[src/rtl/mc_cpu_controller_if.sv]
// Memory bus between the multicycle core (master) and the shared
// 16x8 instruction/data memory (slave).
// Signals: mem_address, mem_read, mem_write, mem_write_data (core to
// memory) and mem_read_data (combinational read data, memory to core).
interface mc_cpu_controller_if #(
   parameter int DATA_W = 8,
   parameter int ADDR_W = 4
);
   logic [ADDR_W-1:0] mem_address;
   logic              mem_read;
   logic              mem_write;
   logic [DATA_W-1:0] mem_write_data;
   logic [DATA_W-1:0] mem_read_data;

   modport master (
      output mem_address,
      output mem_read,
      output mem_write,
      output mem_write_data,
      input  mem_read_data
   );

   modport slave (
      input  mem_address,
      input  mem_read,
      input  mem_write,
      input  mem_write_data,
      output mem_read_data
   );
endinterface

[src/rtl/mc_cpu_controller.sv]
// Multicycle FETCH/DECODE/EXECUTE core for the 8-bit processor.
// Ports: clk, rst (async, active high), mem (memory bus master),
// out_data/out_valid (output port + 1-cycle pulse), halted, pc (debug).
module mc_cpu_controller #(
   parameter int                DATA_W   = 8,
   parameter int                ADDR_W   = 4,
   parameter logic [ADDR_W-1:0] RESET_PC = '0
) (
   input  logic                       clk,
   input  logic                       rst,
   mc_cpu_controller_if.master        mem,
   output logic [DATA_W-1:0]          out_data,
   output logic                       out_valid,
   output logic                       halted,
   output logic [ADDR_W-1:0]          pc
);
   typedef enum logic [1:0] {
      S_FETCH, S_DECODE, S_EXECUTE, S_HALT
   } state_t;

   localparam logic [3:0] OP_ADD = 4'h0;
   localparam logic [3:0] OP_SUB = 4'h1;
   localparam logic [3:0] OP_OR  = 4'h2;
   localparam logic [3:0] OP_AND = 4'h3;
   localparam logic [3:0] OP_XOR = 4'h4;
   localparam logic [3:0] OP_NOT = 4'h5;
   localparam logic [3:0] OP_JZ  = 4'h6;
   localparam logic [3:0] OP_OUT = 4'hA;
   localparam logic [3:0] OP_JMP = 4'hB;
   localparam logic [3:0] OP_LDA = 4'hC;
   localparam logic [3:0] OP_LDB = 4'hD;
   localparam logic [3:0] OP_STR = 4'hE;
   localparam logic [3:0] OP_HLT = 4'hF;

   state_t            r_state;
   logic [ADDR_W-1:0] r_pc;
   logic [DATA_W-1:0] r_ir;
   logic [DATA_W-1:0] r_a;
   logic [DATA_W-1:0] r_b;
   logic              r_z;
   logic              r_c;
   logic [DATA_W-1:0] r_out_data;
   logic              r_out_valid;
   logic              r_halted;

   logic [3:0]        w_op;
   logic [ADDR_W-1:0] w_opnd;
   logic [DATA_W:0]   w_sum;
   logic [DATA_W-1:0] w_alu;
   logic              w_alu_c;
   logic              w_is_alu;
   logic              w_is_load;

   assign w_op      = r_ir[DATA_W-1 -: 4];
   assign w_opnd    = r_ir[ADDR_W-1:0];
   assign w_sum     = {1'b0, r_a} + {1'b0, r_b};
   assign w_is_load = (w_op == OP_LDA) || (w_op == OP_LDB);

   // Result of opcodes 0-5; C defaults to its old value so the logic
   // ops leave it untouched.
   always_comb begin
      w_alu    = r_a;
      w_alu_c  = r_c;
      w_is_alu = 1'b1;
      unique case (w_op)
         OP_ADD: begin
            w_alu   = w_sum[DATA_W-1:0];
            w_alu_c = w_sum[DATA_W];
         end
         OP_SUB: begin
            w_alu   = r_a - r_b;
            w_alu_c = (r_a >= r_b);
         end
         OP_OR:   w_alu = r_a | r_b;
         OP_AND:  w_alu = r_a & r_b;
         OP_XOR:  w_alu = r_a ^ r_b;
         OP_NOT:  w_alu = ~r_a;
         default: w_is_alu = 1'b0;
      endcase
   end

   // Strobes decode straight from state, so an async reset kills an
   // in-flight STR write before the memory samples it.
   always_comb begin
      mem.mem_address    = (r_state == S_FETCH) ? r_pc : w_opnd;
      mem.mem_read       = (r_state == S_FETCH) ||
                           ((r_state == S_EXECUTE) && w_is_load);
      mem.mem_write      = (r_state == S_EXECUTE) && (w_op == OP_STR);
      mem.mem_write_data = r_a;
   end

   always_ff @(posedge clk or posedge rst) begin
      if (rst) begin
         r_state     <= S_FETCH;
         r_pc        <= RESET_PC;
         r_ir        <= '0;
         r_a         <= '0;
         r_b         <= '0;
         r_z         <= 1'b0;
         r_c         <= 1'b0;
         r_out_data  <= '0;
         r_out_valid <= 1'b0;
         r_halted    <= 1'b0;
      end else begin
         r_out_valid <= 1'b0;
         unique case (r_state)
            S_FETCH: begin
               r_ir    <= mem.mem_read_data;
               r_pc    <= r_pc + 1'b1;
               r_state <= S_DECODE;
            end
            S_DECODE: r_state <= S_EXECUTE;
            S_EXECUTE: begin
               r_state <= S_FETCH;
               if (w_is_alu) begin
                  r_a <= w_alu;
                  r_c <= w_alu_c;
                  r_z <= (w_alu == '0);
               end
               unique case (w_op)
                  OP_JZ:  if (r_z) r_pc <= w_opnd;
                  OP_OUT: begin
                     r_out_data  <= r_a;
                     r_out_valid <= 1'b1;
                  end
                  OP_JMP: r_pc <= w_opnd;
                  OP_LDA: r_a  <= mem.mem_read_data;
                  OP_LDB: r_b  <= mem.mem_read_data;
                  OP_HLT: begin
                     r_state  <= S_HALT;
                     r_halted <= 1'b1;
                  end
                  default: ;
               endcase
            end
            default: ;
         endcase
      end
   end

   assign out_data  = r_out_data;
   assign out_valid = r_out_valid;
   assign halted    = r_halted;
   assign pc        = r_pc;
endmodule

[src/flat_wrapper.sv]
// flat-port wrapper written by rule: the top's interface ports become plain ports
module mc_cpu_controller_flat 
#(
   parameter int                DATA_W   = 8,
   parameter int                ADDR_W   = 4,
   parameter logic [ADDR_W-1:0] RESET_PC = '0
)
  (clk, rst, out_data, out_valid, halted, pc, mem_mem_address, mem_mem_read, mem_mem_write, mem_mem_write_data, mem_mem_read_data);
  mc_cpu_controller_if #(.DATA_W(DATA_W), .ADDR_W(ADDR_W)) mem_i ();
  input  logic clk;
  input  logic rst;
  output logic [DATA_W-1:0] out_data;
  output logic out_valid;
  output logic halted;
  output logic [ADDR_W-1:0] pc;
  output wire logic [$bits(mem_i.mem_address)-1:0] mem_mem_address;
  output wire logic [$bits(mem_i.mem_read)-1:0] mem_mem_read;
  output wire logic [$bits(mem_i.mem_write)-1:0] mem_mem_write;
  output wire logic [$bits(mem_i.mem_write_data)-1:0] mem_mem_write_data;
  input wire logic [$bits(mem_i.mem_read_data)-1:0] mem_mem_read_data;
  assign mem_mem_address = mem_i.mem_address;
  assign mem_mem_read = mem_i.mem_read;
  assign mem_mem_write = mem_i.mem_write;
  assign mem_mem_write_data = mem_i.mem_write_data;
  assign mem_i.mem_read_data = mem_mem_read_data;
  mc_cpu_controller #(.DATA_W(DATA_W), .ADDR_W(ADDR_W), .RESET_PC(RESET_PC)) u_core (.clk(clk), .rst(rst), .mem(mem_i), .out_data(out_data), .out_valid(out_valid), .halted(halted), .pc(pc));
endmodule
[config.mk]
export PLATFORM = sky130hd
export DESIGN_NAME = mc_cpu_controller_flat
export DESIGN_NICKNAME = d
export VERILOG_FILES = /design/src/rtl/mc_cpu_controller_if.sv /design/src/rtl/mc_cpu_controller.sv /design/src/flat_wrapper.sv
export SDC_FILE = /design/constraint.sdc
export NUM_CORES = 1
export LEC_CHECK = 0
export CORE_AREA = 2 2 108 58
export CTS_BUF_LIST = sky130_fd_sc_hd__clkbuf_16
export CTS_CLUSTER_DIAMETER = 40
export CTS_CLUSTER_SIZE = 30
export DETAILED_ROUTE_END_ITERATION = 10
export DIE_AREA = 0 0 110 60
export PLACE_DENSITY = 0.77
export SYNTH_ARGS = -nofsm -noshare
export SYNTH_HDL_FRONTEND = slang
export SYNTH_SLANG_ARGS = --single-unit
[constraint.sdc]
create_clock -name clk -period 4 [get_ports clk]
set_input_delay 0.8 -clock clk [delete_from_list [all_inputs] [get_ports clk]]
set_output_delay 0.8 -clock clk [all_outputs]
set_load 0.02 [all_outputs]
==> flow_summary.toml, run 1 <==
[yosys]
ys_warn_count = 0
synth_area_sq_um = 2977
synth.distinct_cells = 53
synth_area_per_cell_sq_um = 8.578
synthCells = 347
synth_edf_count = 0
yosys_most_used_dff = "dfrtp_1"
synth_async_sr_flop_share_pct = 100.0
syn_nets = 387
synth-seq-cells = 41
yosysSeqAreaShare_pct = 34.47

[layout]
fin_util_pct = 62.38
num-nets-final = 422
final_cell_mix = "nand2_1 (56), dfrtp_1 (41), clkdlybuf4s50_1 (37)"
syn_to_final_growth_pct = 20.09
diodes = 0
layout_commonest_cell = "nand2_1"
drive_gt1_share_pct = 8.094

[global_route]
grt_usage_pct = 27.55
grt_pass1_wl_um = 13300
grt_max_degree = 28
grt_pass1_vias = 2461
grt_overflow = 0
grt_antenna_before_repair = 0

[clocking]
numCtsBuffers = 5
hold_buffers = 0
cts_setup_buffers = 0
cts_buffer_depth = 2
clk_latency_ns = 0.29
root_buffer = "clkbuf_16"
htreeDepth = 2
cts_tree = "built"
cts.sinks = 41
cts_resized = 0
clkTransAtPathRegs_ns = 0.07

[floorplan]
die_area_sq_um = 6600
boundaryPins = 38
design.core.area_sq_um = 5731
die_y_um = 60
fp-row-count = 20
die_x_um = 110
initial_core_util_pct = 51.94

[worst_setup_path]
startpoint = "u_core.r_ir[5]$_DFFE_PP0P_"
r2r_start = "u_core.r_ir[5]$_DFFE_PP0P_"
arrival_ns = 3.49
worst_setup_path_start_kind = "register"
reg2reg_to = "u_core.mem.mem_write_data[6]$_DFFE_PP0P_"
critPathKind = "reg -> reg"
cp.required_ns = 4.21
cp-end-kind = "register"
rrSetupSlack_ns = 0.72
r2r_cells = 12
cp_max_fo = 9

[timing]
tightestPinTransition_ns = 1.141
clock_skew_ns = 0.004203
setup_violations = 0
final_hold_viol_count = 0
grt_setup_unrepaired = "false"
fin_crit_sh_pct = 82.03
slew_headroom_pct = 23.68
setup_tns_ns = 0
clock.fmax_mhz = 304.8
min_period_ns = 3.281
slew_violations = 0

[routing]
vias = 2717
routed_wl_um = 8362
post_drt_via_cell_ratio = 5.907
drt_iter0_markers = 286
drtAntennaViolNets = 0
drc = 0
first_pass_iters = 6
wl_per_cell_um = 18.18

[hold_path]
hold_depth = 1
hold_class = "reg -> reg"
hold_path.startpoint = "u_core.halted$_DFFE_PP0P_"
worst_hold_path.endpoint = "u_core.halted$_DFFE_PP0P_"

[placement]
gp_congestion = 0.9858
hpwl_um = 6379
port_buffers = 37

[outcome]
outcome = "completed"

[power_and_ir_drop]
power_density_nw_per_um2 = 991.9
peakVddDrop_v = 0.0004305
cellLeakagePower_nw = 1.607

[job]
drv_cap = 0
==> registers in the layout (all words and copies together) (netlist names) <==
register,count
u_core.r_z,1
u_core.pc,4
u_core.r_ir,8
u_core.r_b,8
u_core.out_data,8
u_core.mem.mem_write_data,8
u_core.halted,1
u_core.r_state,2
u_core.out_valid,1
==> through the flow <==
step                hold slack, ns  total power, mW  area (sq um)  setup WS (ns)  std cells
finish                      0.4775            3.546          3575         0.7187        460
global route                0.4917            3.802          3575         0.5944        460
CTS                         0.4767            3.503          3575         0.8642        460
detailed placement          0.4568            3.010          3403         0.9343        452
global placement            0.4521            2.965          3403         0.9951        452
floorplan                   0.4658            2.330          2977          1.045        347
==> Yosys cell counts (3+ instances only) <==
cell type / instances / share of area (%)
nand2b_1: 7 / 1.5
ha_1: 29 / 12
xnor2_1: 8 / 2.4
nand3_1: 8 / 1.3
nand2_1: 56 / 7.1
a22oi_1: 6 / 1.5
buf_2: 5 / 0.84
nor2_1: 26 / 3.3
a21oi_1: 16 / 2.7
o21ai_0: 35 / 5.9
inv_1: 29 / 3.7
clkbuf_1: 6 / 0.76
o22ai_1: 6 / 1.3
a221oi_1: 3 / 0.88
o32ai_1: 3 / 0.88
o31ai_1: 3 / 0.76
a31oi_1: 5 / 1.1
dfrtp_1: 41 / 34
mux2_2: 6 / 2.3
nor2b_1: 7 / 1.5
mux2i_1: 3 / 1.0
==> cell families after synthesis <==
group / after synthesis / share of synthesized area, %
multiplexers: 9 / 3.279
XOR/XNOR: 9 / 2.648
adder cells (fa/ha/maj): 30 / 12.86
buffers and inverters: 44 / 6.515
AND/OR/NAND/NOR: 120 / 19.97
flip-flops: 41 / 34.47
AO/OA/AOI/OAI: 94 / 20.26
==> layout make-up <==
type / instances / area, sq um
clock buffer: 5 / 125.1
clock inverter: 3 / 46.29
fill: 505 / 2156
inverter: 29 / 108.9
multi-input combinational: 262 / 1757
sequential: 41 / 1026
tap: 77 / 96.34
timing repair buffer: 43 / 415.4
==> power breakdown <==
part | switching, mW | internal (mW)
clock network | 0.180 | 0.296
logic | 1.31 | 0.940
registers | 0.226 | 0.596
==> how the worst max path moves through the flow <==
| stage | endpoint | slack, ns | cells past startpoint |
|---|---|---|---|
| after floorplan | u_core.mem.mem_write_data[7]$_DFFE_PP0P_ | 1.05 | 13 |
| after global placement | u_core.mem.mem_write_data[7]$_DFFE_PP0P_ | 1.0 | 12 |
| after detailed placement | u_core.mem.mem_write_data[6]$_DFFE_PP0P_ | 0.93 | 12 |
| after CTS | u_core.mem.mem_write_data[6]$_DFFE_PP0P_ | 0.86 | 12 |
| after global routing | u_core.mem.mem_write_data[6]$_DFFE_PP0P_ | 0.59 | 12 |
| final | u_core.mem.mem_write_data[6]$_DFFE_PP0P_ | 0.72 | 12 |
==> routing by layer <==
layer | GRT usage [%] | vias to the layer above | routed length [um]
li1 | - | 1271 | -
met1 | 40.97 | 1303 | 4110
met2 | 36.99 | 134 | 3272
met3 | 10.47 | 9 | 902
met4 | 7.052 | 0 | 77
met5 | 0 | - | 0
==> worst max-delay path, cell delays in order, from the launching register on <==
cell and delay [ns]:
dfrtp_1 0.48, nor3_1 0.45, nand2_1 0.19, nand2_1 0.11, o21ai_0 0.17, fa_1 0.47, nor2b_1 0.21, o31ai_1 0.14
nor4b_1 0.30, a31oi_1 0.08, a31oi_1 0.34, mux2i_1 0.13, o21ai_1 0.13
No activity file was read; power rests on OpenSTA's default activity.
==> inputs of run 2 (changes only) <==
- CORE_AREA: 2 2 108 58 -> 2 2 112 60
- DIE_AREA: 0 0 110 60 -> 0 0 114 62
- PLACE_DENSITY: 0.77 -> 0.75
- clock period: 4 -> 2.7 ns (I/O delays scaled with it)
==> flow_summary.toml, run 2 (synthesized netlist as in run 1, its figures left out) <==
[worst_setup_path]
cp.required_ns = 2.89
cp.depth = 12
arrival_ns = 3.00
crit_slowest_cell = "dfrtp_2"
critPathKind = "reg -> reg"
startpoint = "u_core.r_ir[5]$_DFFE_PP0P_"
worst_setup_path_start_kind = "register"
critPathMaxStageDelay_ns = 0.46
cp_max_fo = 4
path_delay_family = "simple AND/OR/NAND/NOR gates"
path_cells = "nor4b_4, buf_4, a31oi_1, xnor2_1, ha_1, buf_6, o21a_1, o31ai_4, and3_4, nor4_2, nand3_1, o41ai_2"
endpoint = "u_core.r_z$_DFFE_PP0P_"
r2r_start = "u_core.r_ir[5]$_DFFE_PP0P_"
r2r_cells = 12
rrSetupSlack_ns = -0.11
cp-end-kind = "register"
path_buf_inv = 2
reg2reg_to = "u_core.r_z$_DFFE_PP0P_"

[global_route]
grt_max_degree = 24
top_usage_layer = "met1"
grt_overflow = 0
grt_usage_pct = 26.37
use_met1_pct = 40.24
grt_antenna_before_repair = 0
use_met3_pct = 7.177
grt_pass1_wl_um = 13700
grt_pass1_vias = 2512
grtUsageMet2_pct = 36.65

[floorplan]
die_area_sq_um = 7068
die_x_um = 114
fp-row-count = 21
initial_core_util_pct = 47.60
boundaryPins = 38
design.core.area_sq_um = 6254
die_y_um = 62

[timing]
setup_violations = 3
min_period_ns = 2.813
grt_setup_unrepaired = "true"
slew_headroom_pct = 26.68
fin_crit_sh_pct = 104.2
clock.fmax_mhz = 355.5
slew_violations = 0
clock_skew_ns = 0.005670
setup_ws_ns = -0.1126
final_hold_viol_count = 0
tightestPinTransition_ns = 1.092

[layout]
drive_gt1_share_pct = 20.24
syn_to_final_growth_pct = 31.02
fill_cells = 549
num-nets-final = 450
diodes = 0
layout_commonest_cell = "nand2_1"
seq_area_sq_um = 1028
final_cells = 490
final_cell_mix = "nand2_1 (54), dfrtp_1 (39), clkdlybuf4s50_1 (37)"
multiInputGateArea_sq_um = 1873

[placement]
gp_congestion = 0.9834
port_buffers = 37
hpwl_um = 6626
placedCellCount = 478

[hold_path]
hold_class = "reg -> reg"
hold_path.startpoint = "u_core.out_data[5]$_DFFE_PP0P_"

[clocking]
htreeDepth = 2
hold_buffers = 0
cts.sinks = 41
cts_tree = "built"
numCtsBuffers = 5
root_buffer = "clkbuf_16"
clkTransAtPathRegs_ns = 0.06
cts_buffer_depth = 2
clk_latency_ns = 0.29

[routing]
wl_per_cell_um = 18.14
drtAntennaViolNets = 0
routed_wl_um = 8888
post_drt_via_cell_ratio = 5.798
drt_iter0_markers = 239
drc = 0
first_pass_iters = 5
vias = 2841

[outcome]
outcome = "complete, but fails checks"
violations = "negative setup slack"

[power_and_ir_drop]
p_total_mw = 5.944
peakVddDrop_v = 0.0005508
power_density_nw_per_um2 = 1524
cellLeakagePower_nw = 1.758

[job]
drv_cap = 0
-- run 2: cell count changes in the layout (fill, tap and decap cells not counted), moves of 4 or more --
cell	before	now
buf_4	6	33
o21ai_0	35	30
a21oi_1	16	12
a21oi_2	0	4
o21ai_1	2	6
-- run 2: report_power, final --
part | switching [mW] | internal (mW) | leakage, nW
sequential | 0.328 | 0.887 | 0.483
clock | 0.253 | 0.430 | 0.0797
combinational | 2.25 | 1.80 | 1.20
-- run 2: how the worst min path moves through the flow --
stage	endpoint	slack [ns]	cells past startpoint
2_1_floorplan	u_core.r_ir[1]$_DFFE_PP0P_	0.47	2
3_3_place_gp	u_core.halted$_DFFE_PP0P_	0.45	1
3_5_place_dp	u_core.halted$_DFFE_PP0P_	0.47	1
4_1_cts	u_core.out_data[5]$_DFFE_PP0P_	0.48	2
5_1_grt	u_core.out_data[5]$_DFFE_PP0P_	0.52	2
6_report	u_core.out_data[5]$_DFFE_PP0P_	0.48	2
-- run 2: worst register-to-register path: cells and delay by family (launching register included) --
kind / cells / cell delay, ns
buf+inv: 2 / 0.30
fa+ha+maj: 1 / 0.34
compound gates: 4 / 0.52
simple gates: 4 / 0.94
xor+xnor: 1 / 0.14
flops: 1 / 0.46
-- run 2: cell type report --
class / instances / area share, %
inverters: 29 / 2.791
multi-input cells: 262 / 48.03
repair buffers: 71 / 16.14
flip-flops and latches: 41 / 26.37
well taps: 80 / 2.567
clock inverters: 2 / 0.8983
clock buffers: 5 / 3.208
-- run 2: metrics by stage --
| step | hold WS, ns | area (sq um) | utilization (%) | setup slack, ns | setup TNS (ns) |
|---|---|---|---|---|---|
| final | 0.4755 | 3900 | 62.36 | -0.1126 | -0.1462 |
| after global routing | 0.5179 | 3900 | 62.36 | -0.2279 | -0.7102 |
| after CTS | 0.4831 | 3795 | 60.68 | -0.01744 | -0.01744 |
| after detailed placement | 0.4690 | 3591 | 57.42 | -0.1049 | -0.2263 |
| after global placement | 0.4512 | 3591 | 57.42 | -0.03877 | -0.07864 |
| after floorplan | 0.4658 | 2988 | - | 0.03127 | 0 |
-- run 2: layer usage --
layer / vias up / wire length, um
met5: - / 0
met4: 0 / 146
met3: 18 / 762
met2: 135 / 3519
met1: 1357 / 4459
li1: 1331 / -
-- run 2: repair_timing --
action | CTS | global route
pin swaps | 1 | 11
buffers inserted | 1 | 4
gates cloned | 0 | 0
endpoints found under the setup margin | 4 | 11
gates resized for setup | 9 | 23
==> inputs of run 3 (changes only) <==
- CAP_MARGIN: default -> 10
==> results of run 3 <==
No change in the layout: final DEF, timing and power equal those of run 2.
